==> src/rtl/fetch_prefetch_unit.sv <==
// Instruction fetch stage: issues 4-word bursts to main memory, buffers the returned words
// in a prefetch FIFO and hands them to decode. Optional counters are enabled by FETCH_PERF_EN.
module fetch_prefetch_unit #(
  parameter int                        ADDRESS_SIZE  = 32,
  parameter int                        DATA_SIZE     = 32,
  parameter logic [ADDRESS_SIZE-1:0]   START_ADDRESS = 32'h80020000,
  parameter int                        FIFO_DEPTH    = 8
) (
  input  logic                    clk,
  input  logic                    rst,
  input  logic                    redirect,
  input  logic [ADDRESS_SIZE-1:0] redirect_pc,
  output logic [ADDRESS_SIZE-1:0] mem_addr,
  output logic [1:0]              mem_acc_size,
  output logic                    mem_en,
  output logic                    mem_wren,
  input  logic                    mem_busy,
  input  logic [DATA_SIZE-1:0]    mem_d_out,
  output logic [DATA_SIZE-1:0]    insn,
  output logic [ADDRESS_SIZE-1:0] insn_pc,
  output logic                    insn_valid,
  input  logic                    insn_ready
`ifdef FETCH_PERF_EN
  ,
  output logic [31:0]             perf_bursts,
  output logic [31:0]             perf_squashed
`endif
);

  localparam int PW = $clog2(FIFO_DEPTH);
  localparam int CW = PW + 1;

  typedef enum logic [1:0] {IDLE, ISSUE, BURST, DRAIN} state_t;

  state_t                  r_state;
  state_t                  w_nextState;
  logic [1:0]              r_beat;
  logic [ADDRESS_SIZE-1:0] r_fetchPc;
  logic [ADDRESS_SIZE-1:0] r_memAddr;

  logic [DATA_SIZE-1:0]    r_dataMem [FIFO_DEPTH];
  logic [ADDRESS_SIZE-1:0] r_pcMem   [FIFO_DEPTH];
  logic [PW-1:0]           r_wrPtr;
  logic [PW-1:0]           r_rdPtr;
  logic [CW-1:0]           r_count;

  logic                    w_issue;
  logic                    w_push;
  logic                    w_squash;
  logic                    w_pop;
  logic                    w_room;
  logic                    w_lastBeat;
  logic [ADDRESS_SIZE-1:0] w_redirectPc;
  logic [ADDRESS_SIZE-1:0] w_beatPc;

  assign w_lastBeat   = (r_beat == 2'd3);
  assign w_room       = (r_count <= CW'(FIFO_DEPTH - 4));
  assign w_redirectPc = redirect_pc & ~ADDRESS_SIZE'(3);
  assign w_beatPc     = r_memAddr + ADDRESS_SIZE'({r_beat, 2'b00});
  assign w_pop        = insn_valid && insn_ready;

  always_ff @(posedge clk) begin
    if (rst) r_state <= IDLE;
    else     r_state <= w_nextState;
  end

  // A burst cannot be aborted, so a redirect mid-burst must still wait out every beat.
  always_comb begin
    w_nextState = r_state;
    case (r_state)
      IDLE:    if (!redirect && w_room && !mem_busy) w_nextState = ISSUE;
      ISSUE:   w_nextState = redirect ? DRAIN : BURST;
      BURST:   if (w_lastBeat) w_nextState = IDLE;
               else if (redirect) w_nextState = DRAIN;
      DRAIN:   if (w_lastBeat) w_nextState = IDLE;
      default: w_nextState = IDLE;
    endcase
  end

  always_comb begin
    w_issue  = 1'b0;
    w_push   = 1'b0;
    w_squash = 1'b0;
    case (r_state)
      ISSUE: w_issue = 1'b1;
      BURST: begin
        w_push   = !redirect;
        w_squash = redirect;
      end
      DRAIN: w_squash = 1'b1;
      default: ;
    endcase
  end

  always_ff @(posedge clk) begin
    if (rst) begin
      r_beat    <= 2'd0;
      r_fetchPc <= START_ADDRESS;
      r_memAddr <= START_ADDRESS;
    end else begin
      if (r_state == ISSUE)
        r_beat <= 2'd0;
      else if (r_state == BURST || r_state == DRAIN)
        r_beat <= r_beat + 2'd1;

      // Latching the burst address keeps mem_addr stable even if fetch_pc is redirected mid-burst.
      if (r_state == IDLE && w_nextState == ISSUE)
        r_memAddr <= r_fetchPc;

      if (redirect)
        r_fetchPc <= w_redirectPc;
      else if (r_state == BURST && w_lastBeat)
        r_fetchPc <= r_memAddr + ADDRESS_SIZE'(16);
    end
  end

  always_ff @(posedge clk) begin
    if (w_push) begin
      r_dataMem[r_wrPtr] <= mem_d_out;
      r_pcMem[r_wrPtr]   <= w_beatPc;
    end
  end

  always_ff @(posedge clk) begin
    if (rst || redirect) begin
      r_wrPtr <= '0;
      r_rdPtr <= '0;
      r_count <= '0;
    end else begin
      if (w_push) r_wrPtr <= r_wrPtr + PW'(1);
      if (w_pop)  r_rdPtr <= r_rdPtr + PW'(1);
      case ({w_push, w_pop})
        2'b10:   r_count <= r_count + CW'(1);
        2'b01:   r_count <= r_count - CW'(1);
        default: r_count <= r_count;
      endcase
    end
  end

  always_ff @(posedge clk) begin
    if (!rst)
      assert (!(w_push && !w_pop && r_count == CW'(FIFO_DEPTH)));
  end

  assign insn_valid   = (r_count != '0);
  assign insn         = insn_valid ? r_dataMem[r_rdPtr] : '0;
  assign insn_pc      = insn_valid ? r_pcMem[r_rdPtr]   : '0;
  assign mem_addr     = r_memAddr;
  assign mem_en       = w_issue;
  assign mem_acc_size = 2'b01;
  assign mem_wren     = 1'b0;

`ifdef FETCH_PERF_EN
  logic [31:0] r_perfBursts;
  logic [31:0] r_perfSquashed;

  always_ff @(posedge clk) begin
    if (rst) begin
      r_perfBursts   <= '0;
      r_perfSquashed <= '0;
    end else begin
      if (w_issue && r_perfBursts != '1)    r_perfBursts   <= r_perfBursts + 32'd1;
      if (w_squash && r_perfSquashed != '1) r_perfSquashed <= r_perfSquashed + 32'd1;
    end
  end

  assign perf_bursts   = r_perfBursts;
  assign perf_squashed = r_perfSquashed;
`endif

endmodule
==> config.mk <==
export PLATFORM = sky130hd
export DESIGN_NAME = fetch_prefetch_unit
export DESIGN_NICKNAME = d
export VERILOG_FILES = /design/src/rtl/fetch_prefetch_unit.sv
export SDC_FILE = /design/constraint.sdc
export NUM_CORES = 1
export LEC_CHECK = 0
export BUFFER_PORTS_ARGS = -buffer_cell sky130_fd_sc_hd__buf_2
export CAP_MARGIN = 5
export CORE_MARGIN = 5
export CORE_UTILIZATION = 45
export DETAILED_ROUTE_END_ITERATION = 8
export GPL_TIMING_DRIVEN = 1
export MAX_ROUTING_LAYER = met4
export PLACE_DENSITY_LB_ADDON = 0.3
export SYNTH_ARGS = -nofsm -noshare
export SYNTH_HDL_FRONTEND = slang
export SYNTH_SLANG_ARGS = --single-unit
==> constraint.sdc <==
create_clock -name clk -period 5.9 [get_ports clk]
set_input_delay 0.59 -clock clk [delete_from_list [all_inputs] [get_ports clk]]
set_output_delay 0.59 -clock clk [all_outputs]
set_load 0.01 [all_outputs]
## Yosys cells after proc, flatten, opt, wreduce, memory -nomap -nowiden

Memory sizes are Yosys's and may differ from the RTL's. A register that Yosys moved wholly into a read port is not among the register bits.
Index checks and enable logic that the tools add are counted.

| storage, ports and cells | value |
|---|---|
| memories kept | 2 |
| word-level logic and storage cells | 59 |
| bits in writable memories | 512 |
| output and inout bits | 101 |
| register bits after elaboration | 78 |
| input bits | 69 |

| operators by class | value |
|---|---|
| reduce and logical (&&, ||, !) cells | 15 |
| eq/ne operators | 7 |
| muxes and demuxes | 19 |
| $add $sub $neg | 7 |
| $lt $le $gt $ge | 1 |

Memory list:

| memory | words | bits a word | rd ports | clocked after Yosys merged registers in | wr ports | RTL line | source |
|---|---|---|---|---|---|---|---|
| r_dataMem | 8 | 32 | 1 | 1 | 1 | 41 | `logic [DATA_SIZE-1:0] r_dataMem [FIFO_DEPTH];` |
| r_pcMem | 8 | 32 | 1 | 1 | 1 | 42 | `logic [ADDRESS_SIZE-1:0] r_pcMem [FIFO_DEPTH];` |

Operators with widths:

| kind | number |
|---|---|
| $mux W32 | 4 |
| $add A32 B4 Y32 | 1 |
| $add A32 B5 Y32 const B | 1 |
| $mux W3 | 4 |
| $eq A2 B2 Y1 const B | 4 |
| $mux W2 | 4 |
| $pmux W2 S4 | 1 |
| $pmux W4 S2 | 1 |
| $add A3 B1 Y3 const B | 2 |
| $eq A2 B1 Y1 const B | 3 |
| $logic_and A1 B1 Y1 | 5 |
| $mux W1 | 5 |
| $add A4 B1 Y4 const B | 1 |
| $le A4 B3 Y1 const B | 1 |
| $reduce_bool A2 Y1 | 2 |
| $reduce_bool A4 Y1 | 1 |
| $reduce_or A2 Y1 | 2 |
| $sub A4 B1 Y4 const B | 1 |
| $add A2 B1 Y2 const B | 1 |
| $logic_not A1 Y1 | 2 |
| $logic_not A2 Y1 | 1 |
| $logic_or A1 B1 Y1 | 2 |

## Longest topological paths before layout

| logic depth | value |
|---|---|
| depth after elaboration | 7 |
| depth in mapped cells | 12 |
| gate-level depth less buffers | 10 |

## Worst setup path before layout

OpenSTA, ideal clock, no wires.

| timing path | value |
|---|---|
| kind | input to register |
| from | in redirect |
| to | mem r_dataMem[0][0], enable pin |
| library setup time | 0.565 ns |
| path buffers | 1 |
| data arrival time | 5.507 ns |
| cell stages on the path | 4 |
| slack | -0.171 ns |
| data required time | 5.335 ns |
| path through | clkbuf_1 -> and2b_4 -> nand2b_1 -> nor3_1 |

| between the ends | value |
|---|---|
| cells in the longest elaborated chain, start to end | 4 |

Ends and longest elaborated chain:

| element | RTL line | source |
|---|---|---|
| start, declared | 11 | `input logic redirect,` |
| $logic_not A1 Y1 | 87 | `w_push = !redirect;` |
| $mux W1 | 84 | `case (r_state)` |
| $mux W1 | 118 | `if (w_push) begin` |
| $mux W1 (not written as such) | 119 | `r_dataMem[r_wrPtr] <= mem_d_out;` |
| end, declared | 41 |  |

Every way passes these cells.

==> run summary <==
R2r startpoint = r_state[1]
Mapped Area = 0.0237 mm2
Top cell type's share of synthesized area = 64.8%
FP Rows = 84
Int Pwr = 6.79 mW
Synth cell count leaders = edfxtp_1, mux4_2, nor2_1
CP cell instances = buf_4 -> mux4_2 -> mux2i_1 -> nor2_1 -> buf_2
Clk root buf = clkbuf_16
Detailed Place HPWL = 28400 um
Power share of the clock group = 43.3%
Share of layout cells above drive strength 1 = 28.1%
Mapped Cells = 1346
Worst VDD drop = 0.000238 V
Final period util = 63.7%
CTS H-tree depth = 2
Total core area = 0.0523 mm2
Yosys top cell by area = edfxtp_1
DIE AREA = 0.0574 mm2
GRT Util Overall = 18.3%
Top cells by area, synth = edfxtp_1, mux4_2, dfxtp_1
Clk_skew = 0.0190 ns
Number of flops mapped to enable cells by yosys = 512
Share of the yosys chip area belonging to registers = 71.7%
Filler Cell Count = 4278
CP Capture Type = output port
Leak pwr = 8.66 nW
Area delta synth->final = 14.7%
Count leader, synth = edfxtp_1
Slew headroom = 25.4%
Hold_sp = redirect_pc[31]
DRT antenna net count = 0
First-pass GRT wire length = 77900 um
Yosys reg bits = 593
Status = finished, final reports clean
Max Fanout on Critical Path = 56
Global route total overflow = 0
Initial Utilization = 45.3%
Required @ worst endpoint = 5.31 ns
PortBufs = 164
Class of the tightest hold or removal check = in2reg
Worst path buffer plus inverter count = 2
Flop pwr share = 54.0%
GPL Wtd Cong = 0.778
Die span in x = 240 um
Hold Buf Count CTS = 0
Drt via density = 5.55
Footprint of the multi-input gates = 0.00631 mm2
Post-synth ARST share = 0%
Post-CTS sizing = 0
Worst skew pair latency = 0.63 ns
Worst Tran Pin Value = 1.12 ns
CP delay by family, top = flip-flops
PwrDens = 314 mW/mm2
Distinct cells, synth = 53
Critical path's slowest cell = dfxtp_4
Critical Path Source Type = flop
Worst Path Arrival = 3.17 ns
Yosys warning count = 0
Max cap viols = 0
Max Root-Sink Buffers = 3
Sw power = 1.74 mW
Fmax = 266 MHz
DRT iter0 DRCs = 931
Final setup fails = 0
Clock Sinks = 593
Cell count after placement = 2122
Post-Syn Area per Cell = 17.6 um2
Net Sw Frac = 20.3%
Combinational share of power = 2.7%
Die Y = 240 um
Final worst path period need = 3.76 ns
Top FF cell, synth = edfxtp_1
Antenna violations before repair = 1
DRT Wirelength = 50800 um
CTS buffer count = 59
Setup Total Neg Slack = 0 ns
RSZ-0062 raised after global routing = no
Final Hold Viols = 0
WL/cell = 22.8 um
Final count of pins violating max slew = 0
Register area = 0.0170 mm2
Final layout net count = 1574
Vias in the first global route = 12967
TritonCTS clock tree = yes
Via count = 12387
Detailed-route DRC error count = 0
Largest net degree at the start of global routing = 69
TritonRoute pass-1 iters = 5
Worst-path clk slew = 0.06 ns
# Post-CTS Setup Buffers = 0
Crit path largest cell delay = 0.93 ns
Critical path class = reg2out
IO Pins = 170
Post-Layout Cell Count = 2231
==> layout make-up <==
type                       instances  share of cell area (%)
sequential                       593                    62.5
multi-input combinational        647                    23.2
clock buffer                      75                    5.72
timing repair buffer             185                    3.92
tap                              688                    3.17
clock inverter                    33                    1.29
inverter                           9                   0.124
antenna                            1                 0.00920
==> cells in the final DEF (no fill, tap or decap), drive strengths merged, types with 2 or more instances in the layout <==
master	Yosys	routed
xnor2	32	32
o21ai	8	8
and2b	2	2
conb	2	3
buf	45	185
nor4	3	3
clkbuf	53	75
dfxtp	81	81
a222oi	6	6
inv	9	10
and4	4	4
nand3	20	20
nand2b	7	7
or2	2	2
nor4b	2	2
nor3	12	12
nor2	108	108
and2	2	2
nor2b	3	3
ha	9	9
mux2i	68	68
nand4	16	16
bufinv	0	6
xor2	30	30
and3	4	4
clkinv	0	24
o22ai	18	18
a21oi	42	42
mux4	128	128
nand3b	2	2
a22oi	19	19
edfxtp	512	512
clkinvlp	0	2
nand2	87	87
a221oi	3	3
==> through the flow <==
| step | power (mW) | worst slack [ns] | utilization (%) | hold WS [ns] | area [um2] |
|---|---|---|---|---|---|
| 6_report | 8.53 | 2.14 | 52.0 | 0.226 | 27200 |
| 5_1_grt | 8.81 | 1.84 | 52.0 | 0.202 | 27200 |
| 4_1_cts | 8.62 | 1.93 | 51.9 | 0.185 | 27200 |
| 3_5_place_dp | 4.93 | 2.55 | 48.3 | 0.443 | 25300 |
| 3_3_place_gp | 4.92 | 2.55 | 48.3 | 0.435 | 25300 |
| 2_1_floorplan | 4.82 | 1.55 | - | 0.429 | 23700 |
==> layer usage <==
metal / share of wire [%] / up-vias / wire length [um] / global-route usage [%]
met2: 49 / 332 / 24900 / 28.8
met4: 1.6 / 0 / 799 / 3.82
met5: 0 / - / 0 / -
li1: - / 5544 / - / -
met3: 5.1 / 62 / 2620 / 3.12
met1: 44 / 6449 / 22500 / 25.5
==> sequential cells by signal, summed over array words and instances, names as in the netlist, named ones only <==
name	flops
r_state	2
r_beat	2
r_rdPtr	3
r_pcMem	256
r_count	4
r_fetchPc	32
r_wrPtr	3
mem_addr	32
r_dataMem	256
==> worst min-delay path, delay by kind of cell <==
| family | cells | cell delay (ns) |
|---|---|---|
| AO/OA/AOI/OAI | 2 | 0.13 |
| buffers and inverters | 1 | 0.10 |
==> cell families (layout without fill, tap and decap cells) <==
| logic type | count (synthesis) | count (layout) | synth area share (%) |
|---|---|---|---|
| compound gates | 100 | 100 | 2.92 |
| buf+inv | 107 | 302 | 2.04 |
| fa+ha+maj | 10 | 10 | 0.559 |
| simple gates | 276 | 276 | 5.47 |
| other cells | 2 | 4 | 0.0317 |
| mux | 196 | 196 | 15.0 |
| xor+xnor | 62 | 62 | 2.29 |
| flops | 593 | 593 | 71.7 |
==> final timing paths <==
path	endpoint	slack, ns	depth (start not counted)
max reg2reg	r_dataMem[7][23]	2.87	5
min reg2reg	mem_addr[11]	0.45	2
max	insn_pc[10]	2.14	5
min	r_fetchPc[31]	0.23	3
==> power groups by stage <==
stage	clock network, mW	registers [mW]	logic, mW
2_1_floorplan	0	4.68	0.141
3_3_place_gp	0	4.69	0.230
3_5_place_dp	0	4.69	0.237
4_1_cts	3.77	4.60	0.238
5_1_grt	3.95	4.61	0.259
6_report	3.69	4.60	0.234
Power figures use the tool's default switching activity.
